### src/rtl/fq_pkg.sv
// Shared types and constants for the instruction fetch queue.
// Optional perf counters in the top are enabled with FETCH_PERF_EN.
package fq_pkg;

    localparam int unsigned XLEN = 32;
    localparam int unsigned ILEN = 32;

    localparam logic [XLEN-1:0] FQ_RESET_PC = 32'h0000_3000;

    typedef enum logic {
        FETCH = 1'b0,
        DRAIN = 1'b1
    } fq_state_e;

    typedef struct packed {
        logic [ILEN-1:0] ins;
        logic [XLEN-1:0] pc;
    } fq_entry_t;

endpackage

### src/rtl/fq_ring.sv
// Circular instruction buffer: push at tail, pop at head, flush on redirect.
// Holds no fetch control; head data is visible combinationally.
module fq_ring
    import fq_pkg::*;
#(
    parameter  int unsigned DEPTH = 4,
    localparam int unsigned PW    = $clog2(DEPTH),
    localparam int unsigned CW    = PW + 1
) (
    input  logic          clk_i,
    input  logic          rst_ni,
    input  logic          push_i,
    input  fq_entry_t     push_data_i,
    input  logic          pop_i,
    input  logic          flush_i,
    output fq_entry_t     head_o,
    output logic [CW-1:0] count_o
);

    fq_entry_t     mem_q [DEPTH];
    logic [PW-1:0] head_q, head_d;
    logic [PW-1:0] tail_q, tail_d;
    logic [CW-1:0] cnt_q, cnt_d;
    logic          do_push, do_pop;

    always_comb begin
        do_pop  = pop_i && (cnt_q != '0);
        // A full ring still accepts a push when the head leaves in the same cycle
        do_push = push_i && ((cnt_q != CW'(DEPTH)) || do_pop);
        head_d  = head_q;
        tail_d  = tail_q;
        cnt_d   = cnt_q;
        if (flush_i) begin
            head_d = '0;
            tail_d = '0;
            cnt_d  = '0;
        end else begin
            if (do_push) tail_d = tail_q + 1'b1;
            if (do_pop)  head_d = head_q + 1'b1;
            cnt_d = cnt_q + CW'(do_push) - CW'(do_pop);
        end
    end

    always_ff @(posedge clk_i or negedge rst_ni) begin
        if (!rst_ni) begin
            head_q <= '0;
            tail_q <= '0;
            cnt_q  <= '0;
        end else begin
            head_q <= head_d;
            tail_q <= tail_d;
            cnt_q  <= cnt_d;
        end
    end

    always_ff @(posedge clk_i) begin
        if (do_push && !flush_i) mem_q[tail_q] <= push_data_i;
    end

    assign head_o  = mem_q[head_q];
    assign count_o = cnt_q;

endmodule

### src/rtl/if_fetch_queue.sv
// Fetch unit: issues in-order imem requests and buffers responses for decode.
// Define FETCH_PERF_EN to add starvation and redirect counters.
module if_fetch_queue
    import fq_pkg::*;
#(
    parameter int unsigned     DEPTH    = 4,
    parameter int unsigned     MAX_OUT  = 2,
    parameter logic [XLEN-1:0] RESET_PC = FQ_RESET_PC
) (
    input  logic            clk,
    input  logic            rst,
    input  logic            redirect,
    input  logic [XLEN-1:0] redirect_pc,
    input  logic            stall,
    output logic            imem_req,
    output logic [XLEN-1:0] imem_addr,
    input  logic            imem_gnt,
    input  logic            imem_rvalid,
    input  logic [ILEN-1:0] imem_rdata,
    output logic            ins_valid,
    output logic [ILEN-1:0] ins,
    output logic [XLEN-1:0] pc
`ifdef FETCH_PERF_EN
    ,
    output logic [31:0]     fq_starve_cnt,
    output logic [31:0]     fq_redirect_cnt
`endif
);

    localparam int unsigned CW = $clog2(DEPTH) + 1;

    fq_state_e       state_q, state_d;
    logic [XLEN-1:0] fetch_pc_q, fetch_pc_d;
    logic [XLEN-1:0] resp_pc_q, resp_pc_d;
    logic [CW-1:0]   out_q, out_d;
    logic [CW-1:0]   drop_q, drop_d;

    logic            push, pop, flush;
    fq_entry_t       push_data, head;
    logic [CW-1:0]   count;
    logic [CW:0]     occ;
    logic            gnt_fire, rv_ok;

    fq_ring #(
        .DEPTH (DEPTH)
    ) u_ring (
        .clk_i       (clk),
        .rst_ni      (rst),
        .push_i      (push),
        .push_data_i (push_data),
        .pop_i       (pop),
        .flush_i     (flush),
        .head_o      (head),
        .count_o     (count)
    );

    // Reserve queue space for every in-flight request so responses never overflow
    assign occ       = {1'b0, count} + {1'b0, out_q};
    assign imem_req  = rst && (state_q == FETCH) && !redirect
                     && (out_q < CW'(MAX_OUT)) && (occ < (CW+1)'(DEPTH));
    assign imem_addr = fetch_pc_q;
    assign gnt_fire  = imem_req && imem_gnt;
    assign rv_ok     = imem_rvalid && (out_q != '0);

    assign ins_valid = (count != '0);
    assign ins       = ins_valid ? head.ins : '0;
    assign pc        = ins_valid ? head.pc  : '0;
    assign push_data = '{ins: imem_rdata, pc: resp_pc_q};

    always_comb begin
        state_d    = state_q;
        fetch_pc_d = fetch_pc_q;
        resp_pc_d  = resp_pc_q;
        out_d      = out_q;
        drop_d     = drop_q;
        push       = 1'b0;
        pop        = 1'b0;
        flush      = 1'b0;
        if (redirect) begin
            flush      = 1'b1;
            fetch_pc_d = redirect_pc;
            resp_pc_d  = redirect_pc;
            out_d      = out_q + CW'(gnt_fire) - CW'(rv_ok);
            drop_d     = out_d;
            state_d    = (drop_d != '0) ? DRAIN : FETCH;
        end else begin
            unique case (state_q)
                FETCH: begin
                    pop  = ins_valid && !stall;
                    push = rv_ok;
                    if (rv_ok)    resp_pc_d  = resp_pc_q + 32'd4;
                    if (gnt_fire) fetch_pc_d = fetch_pc_q + 32'd4;
                    out_d = out_q + CW'(gnt_fire) - CW'(rv_ok);
                end
                DRAIN: begin
                    pop   = ins_valid && !stall;
                    out_d = out_q - CW'(rv_ok);
                    if (rv_ok && (drop_q != '0)) drop_d = drop_q - 1'b1;
                    if (drop_d == '0) state_d = FETCH;
                end
            endcase
        end
    end

    always_ff @(posedge clk or negedge rst) begin
        if (!rst) begin
            state_q    <= FETCH;
            fetch_pc_q <= RESET_PC;
            resp_pc_q  <= RESET_PC;
            out_q      <= '0;
            drop_q     <= '0;
        end else begin
            state_q    <= state_d;
            fetch_pc_q <= fetch_pc_d;
            resp_pc_q  <= resp_pc_d;
            out_q      <= out_d;
            drop_q     <= drop_d;
        end
    end

`ifdef FETCH_PERF_EN
    logic [31:0] starve_q, redir_q;

    always_ff @(posedge clk or negedge rst) begin
        if (!rst) begin
            starve_q <= '0;
            redir_q  <= '0;
        end else begin
            if (!ins_valid && !stall && (starve_q != '1)) starve_q <= starve_q + 32'd1;
            if (redirect && (redir_q != '1))              redir_q  <= redir_q + 32'd1;
        end
    end

    assign fq_starve_cnt   = starve_q;
    assign fq_redirect_cnt = redir_q;
`endif

endmodule

### config.mk
export PLATFORM = sky130hd
export DESIGN_NAME = if_fetch_queue
export DESIGN_NICKNAME = d
export VERILOG_FILES = /design/src/rtl/fq_pkg.sv /design/src/rtl/fq_ring.sv /design/src/rtl/if_fetch_queue.sv
export SDC_FILE = /design/constraint.sdc
export NUM_CORES = 1
export LEC_CHECK = 0
export ABC_AREA = 1
export CAP_MARGIN = 20
export CORE_ASPECT_RATIO = 0.9
export CORE_MARGIN = 4
export CORE_UTILIZATION = 55
export CTS_BUF_LIST = sky130_fd_sc_hd__clkbuf_8
export CTS_CLUSTER_SIZE = 24
export DETAILED_ROUTE_END_ITERATION = 10
export MAX_ROUTING_LAYER = met4
export PLACE_DENSITY = 0.75
export SYNTH_ARGS = -nofsm -noshare
export SYNTH_HDL_FRONTEND = slang
export SYNTH_HIERARCHICAL = 1
export SYNTH_SLANG_ARGS = --single-unit
### constraint.sdc
create_clock -name clk -period 5.71 [get_ports clk]
set_input_delay 1.4275 -clock clk [delete_from_list [all_inputs] [get_ports clk]]
set_output_delay 1.4275 -clock clk [all_outputs]
set_load 0.01 [all_outputs]
Word-level counts from Yosys, hierarchy flattened:

Memory sizes are Yosys's and may differ from the RTL's.
Cells that the tools add are included.

* memory bits (writable): 256
* memories kept: 1
* bits in registers: 78
* output and inout port bits: 98
* logic and storage cells: 82

Memories
* u_ring.mem_q: words 4, bits a word 64, rd ports 1, clocked after memory_dff 0, write ports 1, RTL line fq_ring.sv:20 `fq_entry_t mem_q [DEPTH];`

* reductions and logical operators: 27
* $add $sub $neg: 11
* mux-type cells: 30
* bitwise logic cells: 1
* order comparisons: 2
* equality and inequality tests: 2

Operators with widths (number)
* 32-bit two-way mux: 8
* 32-bit by 3-bit adder with 32-bit output (second input constant): 2
* 3-bit two-way mux: 7
* 3-bit nonzero test: 4
* 1-bit logical AND: 11
* 1-bit two-way mux: 10
* 2-bit nonzero test: 5
* 3-bit by 1-bit subtractor with 3-bit output: 3
* 2-bit two-way mux: 4
* 3-bit by 1-bit adder with 3-bit output: 2
* 3-bit one-hot mux with 2 select lines: 1
* 2-bit by 1-bit adder with 2-bit output (second input constant): 2
* 3-bit by 3-bit adder with 4-bit output: 1
* 4-bit by 3-bit < comparator with 1-bit output (second input constant): 1
* 2-bit AND reduction: 2
* 1-bit logical NOT: 3
* 3-bit logical NOT: 1
* 3-bit by 2-bit < comparator with 1-bit output (second input constant): 1
* 3-bit != test (second input constant): 1
* 3-bit by 1-bit subtractor with 3-bit output (second input constant): 1
* 2-bit != test (second input constant): 1
* 1-bit logical OR: 1
* 1-bit inverter: 1

Longest topological paths before layout:

* word-level depth: 11
* mapped depth: 16
* mapped depth without buffers: 15

By module:

The synthesis kept the hierarchy.

Modules (own cells, without submodules)
* fq_ring: area an instance 10032.1 um2, times used 1, cells an instance 682
* if_fetch_queue: area an instance 5701.7 um2, times used 1, cells an instance 913

Least setup slack after synthesis:

Ideal clock, no wire load.

* path kind: input port to flip-flop
* from: input port redirect
* to: memory u_ring/mem_q[0][0] in the netlist's numbering (enable)
* arrival: 5.100 ns
* setup slack: 0.123 ns
* cell stages on the path: 7
* setup time: 0.486 ns
* path through: buf_6 clkbuf_1 nor3_1 nor2_1 nand2_1 nand3_1 nor2_1

* cells in the longest elaborated chain, start to end: 7
* elaborated cells on any way between the ends: 10
* those cells by class: mux: 5; reduce/logical: 5

Ends and longest elaborated chain
* from (decl): RTL line if_fetch_queue.sv:12 `input logic redirect,`
* 1-bit two-way mux: RTL line if_fetch_queue.sv:79 `if (redirect) begin`
* net pop: RTL line if_fetch_queue.sv:38 `logic push, pop, flush;`
* 1-bit logical AND: RTL line fq_ring.sv:27 `do_pop = pop_i && (cnt_q != '0);`
* 1-bit logical OR: RTL line fq_ring.sv:29 `do_push = push_i && ((cnt_q != CW'(DEPTH)) || do_pop);`
* 1-bit logical AND: RTL line fq_ring.sv:29
* 1-bit logical AND: RTL line fq_ring.sv:57 `if (do_push && !flush_i) mem_q[tail_q] <= push_data_i;`
* 1-bit two-way mux: RTL line fq_ring.sv:57
* 1-bit two-way mux (implied by the code): RTL line fq_ring.sv:57
* to (decl): RTL line fq_ring.sv:20

The timed path passes the listed nets, and every way through them passes these cells.

==> results by group <==
STA
  • Final setup TNS: 0 ns
  • RSZ-0062 raised after global routing: false
  • Slew @ Worst Pin: 1.109 ns
  • Min Tclk post-route: 4.764 ns
  • Clk_skew: 0.02175 ns
  • Period utilization: 0.8343
  • Achievable frequency: 209.9 MHz
  • Worst Setup Slack, final: 0.9460 ns
  • Final setup fails: 0
  • Max-slew headroom: 0.2604
  • Hold Fails Final Rpt: 0
  • Fin Hold WS: 0.4850 ns
  • Count of final max-slew check failures: 0

Route
  • Total Wirelength: 37370 um
  • Met3 WL post-DR: 2752 um
  • Met1 WL: 16440 um
  • Vias per cell: 5.436
  • First DRT Iteration DRCs: 923
  • DRC errors left: 0
  • TritonRoute pass-1 iters: 5
  • Via Count: 11820
  • Met2 Routed Length: 17410 um
  • Routed Antenna Nets: 0
  • Drt wl/cell: 17.18 um
  • Top layer in use: met4

Die
  • Die Ht: 168.5 um
  • Initial Util: 0.5602
  • Num ports: 168
  • Die W: 186.3 um
  • Row Count: 58
  • Core Region: 28080 um2
  • Die Footprint: 31380 um2

Pwr
  • Internal power: 4.439 mW
  • Combinational power share: 0.160
  • Clock power frac: 0.354
  • Net Switching: 1.714 mW
  • Sequential share of power: 0.487
  • Switching share of total power: 0.2786
  • PwrDens: 327.1 nW/um2
  • Lkg Pwr: 7.453 nW
  • VDD IR max: 0.0001963 V

Final layout
  • Fillcell total: 2129
  • Final nets: 1858
  • Area delta synth->final: 19.54%
  • Diode count: 0
  • Most common cell after layout, fill and taps aside: nand2_1
  • Commonest cells after routing, fill and taps aside: 291 x nand2_1, 282 x nor2_1, 256 x edfxtp_1
  • Fraction of layout cells with a size suffix above 1: 0.09862

GRT
  • Gr ovfl total: 0
  • Vias in the first global route: 11530
  • Wire length of the first global-routing pass: 59940 um
  • Gr usage total: 0.2458
  • Largest net degree at the start of global routing: 113
  • Initial antenna violation count: 0

Setup path
  • Setup crit end kind: output port
  • CP Launch Type: flip-flop
  • Critical path class: flip-flop to output port
  • R2r setup slk: 2.72 ns
  • Worst EP required: 4.28 ns
  • Max Fanout on Critical Path: 88
  • CP Data Arrival Time: 3.34 ns

Synthesis
  • Synth Flop Type: edfxtp_1
  • Mapped Cells: 1595
  • Synthesized area: 15730 um2
  • Yosys reg bits: 334
  • Mean Syn Cell Area: 9.864 um2
  • Synth area leader: edfxtp_1
  • Top cells by area, synth: edfxtp_1 49%, dfrtp_1 12%, nand2_1 6.9%
  • Number of synthesized flops with an enable pin: 256
  • Syn_nets: 1683
  • Number of warnings issued by yosys: 6
  • Async S/R FF share, synth: 0.2335
  • Count of cell types in the netlist: 51
  • Seq/Total Area, Yosys: 0.6130
  • Post-synth top area share: 0.4886

Clock network
  • H-tree depth: 2
  • Clock root buffer: clkbuf_8
  • Clock sinks: 334
  • Post-CTS Resized: 0
  • Hold_buf cts: 0
  • CTS tree: built
  • Clock-pin slew of the registers on the worst-case setup and hold paths: 0.06 ns
  • Clock Path Buffers: 3
  • Total CTS buffers: 54
  • Worst-Skew Late Latency: 0.59 ns
  • Post-CTS Setup Repair Bufs: 0

Worst hold path
  • Hold Crit Class: flip-flop to flip-flop

Outcome
  • Outcome: finished, final reports clean

Job
  • Maxcap violations: 0

Place
  • Dpl ws: 1.550 ns
  • IO buf count: 167
  • Post-DP HPWL: 23350 um
  • Routability cong.: 0.9484
critical path: stages (launching register included):
cell             delay (ns)
dfrtp_4                0.58
inv_4                  0.70
buf_4                  0.39
nor2_1                 0.07
o22ai_1                0.16
inv_1                  0.05
nor2_1                 0.16
clkdlybuf4s50_1        0.57
cell usage after synthesis, types with 5 or more instances:
| cell type | n |
|---|---|
| a21oi_1 | 9 |
| buf_2 | 17 |
| buf_4 | 7 |
| buf_6 | 13 |
| clkbuf_1 | 22 |
| dfrtp_1 | 74 |
| edfxtp_1 | 256 |
| ha_1 | 16 |
| inv_1 | 163 |
| inv_2 | 5 |
| nand2_1 | 291 |
| nand2_2 | 13 |
| nand3_1 | 81 |
| nand4_1 | 11 |
| nor2_1 | 286 |
| nor2_2 | 20 |
| nor2_4 | 8 |
| o211ai_1 | 9 |
| o21ai_0 | 111 |
| o21ai_1 | 48 |
| o22ai_1 | 54 |
| o22ai_2 | 10 |
| xnor2_1 | 7 |
| xor2_1 | 17 |
flip-flops by register name (all words and copies together) (netlist names):
register,cells
u_ring/count_o,3
out_q,3
u_ring/mem_q,256
u_ring/tail_q,2
drop_q,3
state_q,1
imem_addr,32
resp_pc_q,32
u_ring/head_q,2
power groups by stage:
stage / Clock (mW) / Sequential (mW) / Combinational [mW]
finish: 2.18 / 2.99 / 0.983
CTS: 2.21 / 2.99 / 0.989
floorplan: 0 / 2.98 / 0.580
global route: 2.34 / 3.02 / 1.11
detailed placement: 0 / 3.04 / 0.984
global placement: 0 / 3.03 / 0.957
metal layers:
metal	global-route usage	vias up
li1	-	5704
met1	0.3455	5588
met2	0.3810	467
met3	0.03803	65
met4	0.06240	0
met5	-	-
through the flow:
stage	power, mW	instances	cell area, um2	utilization
after floorplan	3.563	1595	15730	-
after global placement	3.984	2074	17650	0.6284
after detailed placement	4.020	2074	17650	0.6284
after CTS	6.191	2175	18810	0.6697
after global routing	6.463	2175	18810	0.6697
final	6.153	2175	18810	0.6697
cell families after synthesis:
group / after synthesis / share of synthesized area
AOI/OAI and AO/OA: 253 / 0.09296
xor gates and xnor gates: 24 / 0.01336
DFF: 334 / 0.6130
and+or+nand+nor: 729 / 0.1971
buffers and inverters: 237 / 0.06831
adders and majority gates: 18 / 0.01527
area by class of cell:
cell class	count	area, um2	area share
clock inverters	40	321.6	0.01710
clock buffers	61	839.6	0.04464
repair buffers	182	1827	0.09713
flip-flops and latches	334	9649	0.5130
multi-input cells	1024	5050	0.2685
well taps	360	450.4	0.02395
inverters	174	670.6	0.03566
worst paths after layout:
check	start	endpoint	cells after the start
max reg2reg	u_ring/count_o[2]	state_q	14
max in group asynchronous	rst	u_ring/head_q[0]	2
min	imem_addr[1]	imem_addr[1]	2
max	u_ring/head_q[0]	ins[12]	7
min in group asynchronous	rst	imem_addr[26]	1
min reg2reg	imem_addr[1]	imem_addr[1]	2
No activity file was read; power rests on OpenSTA's default activity.
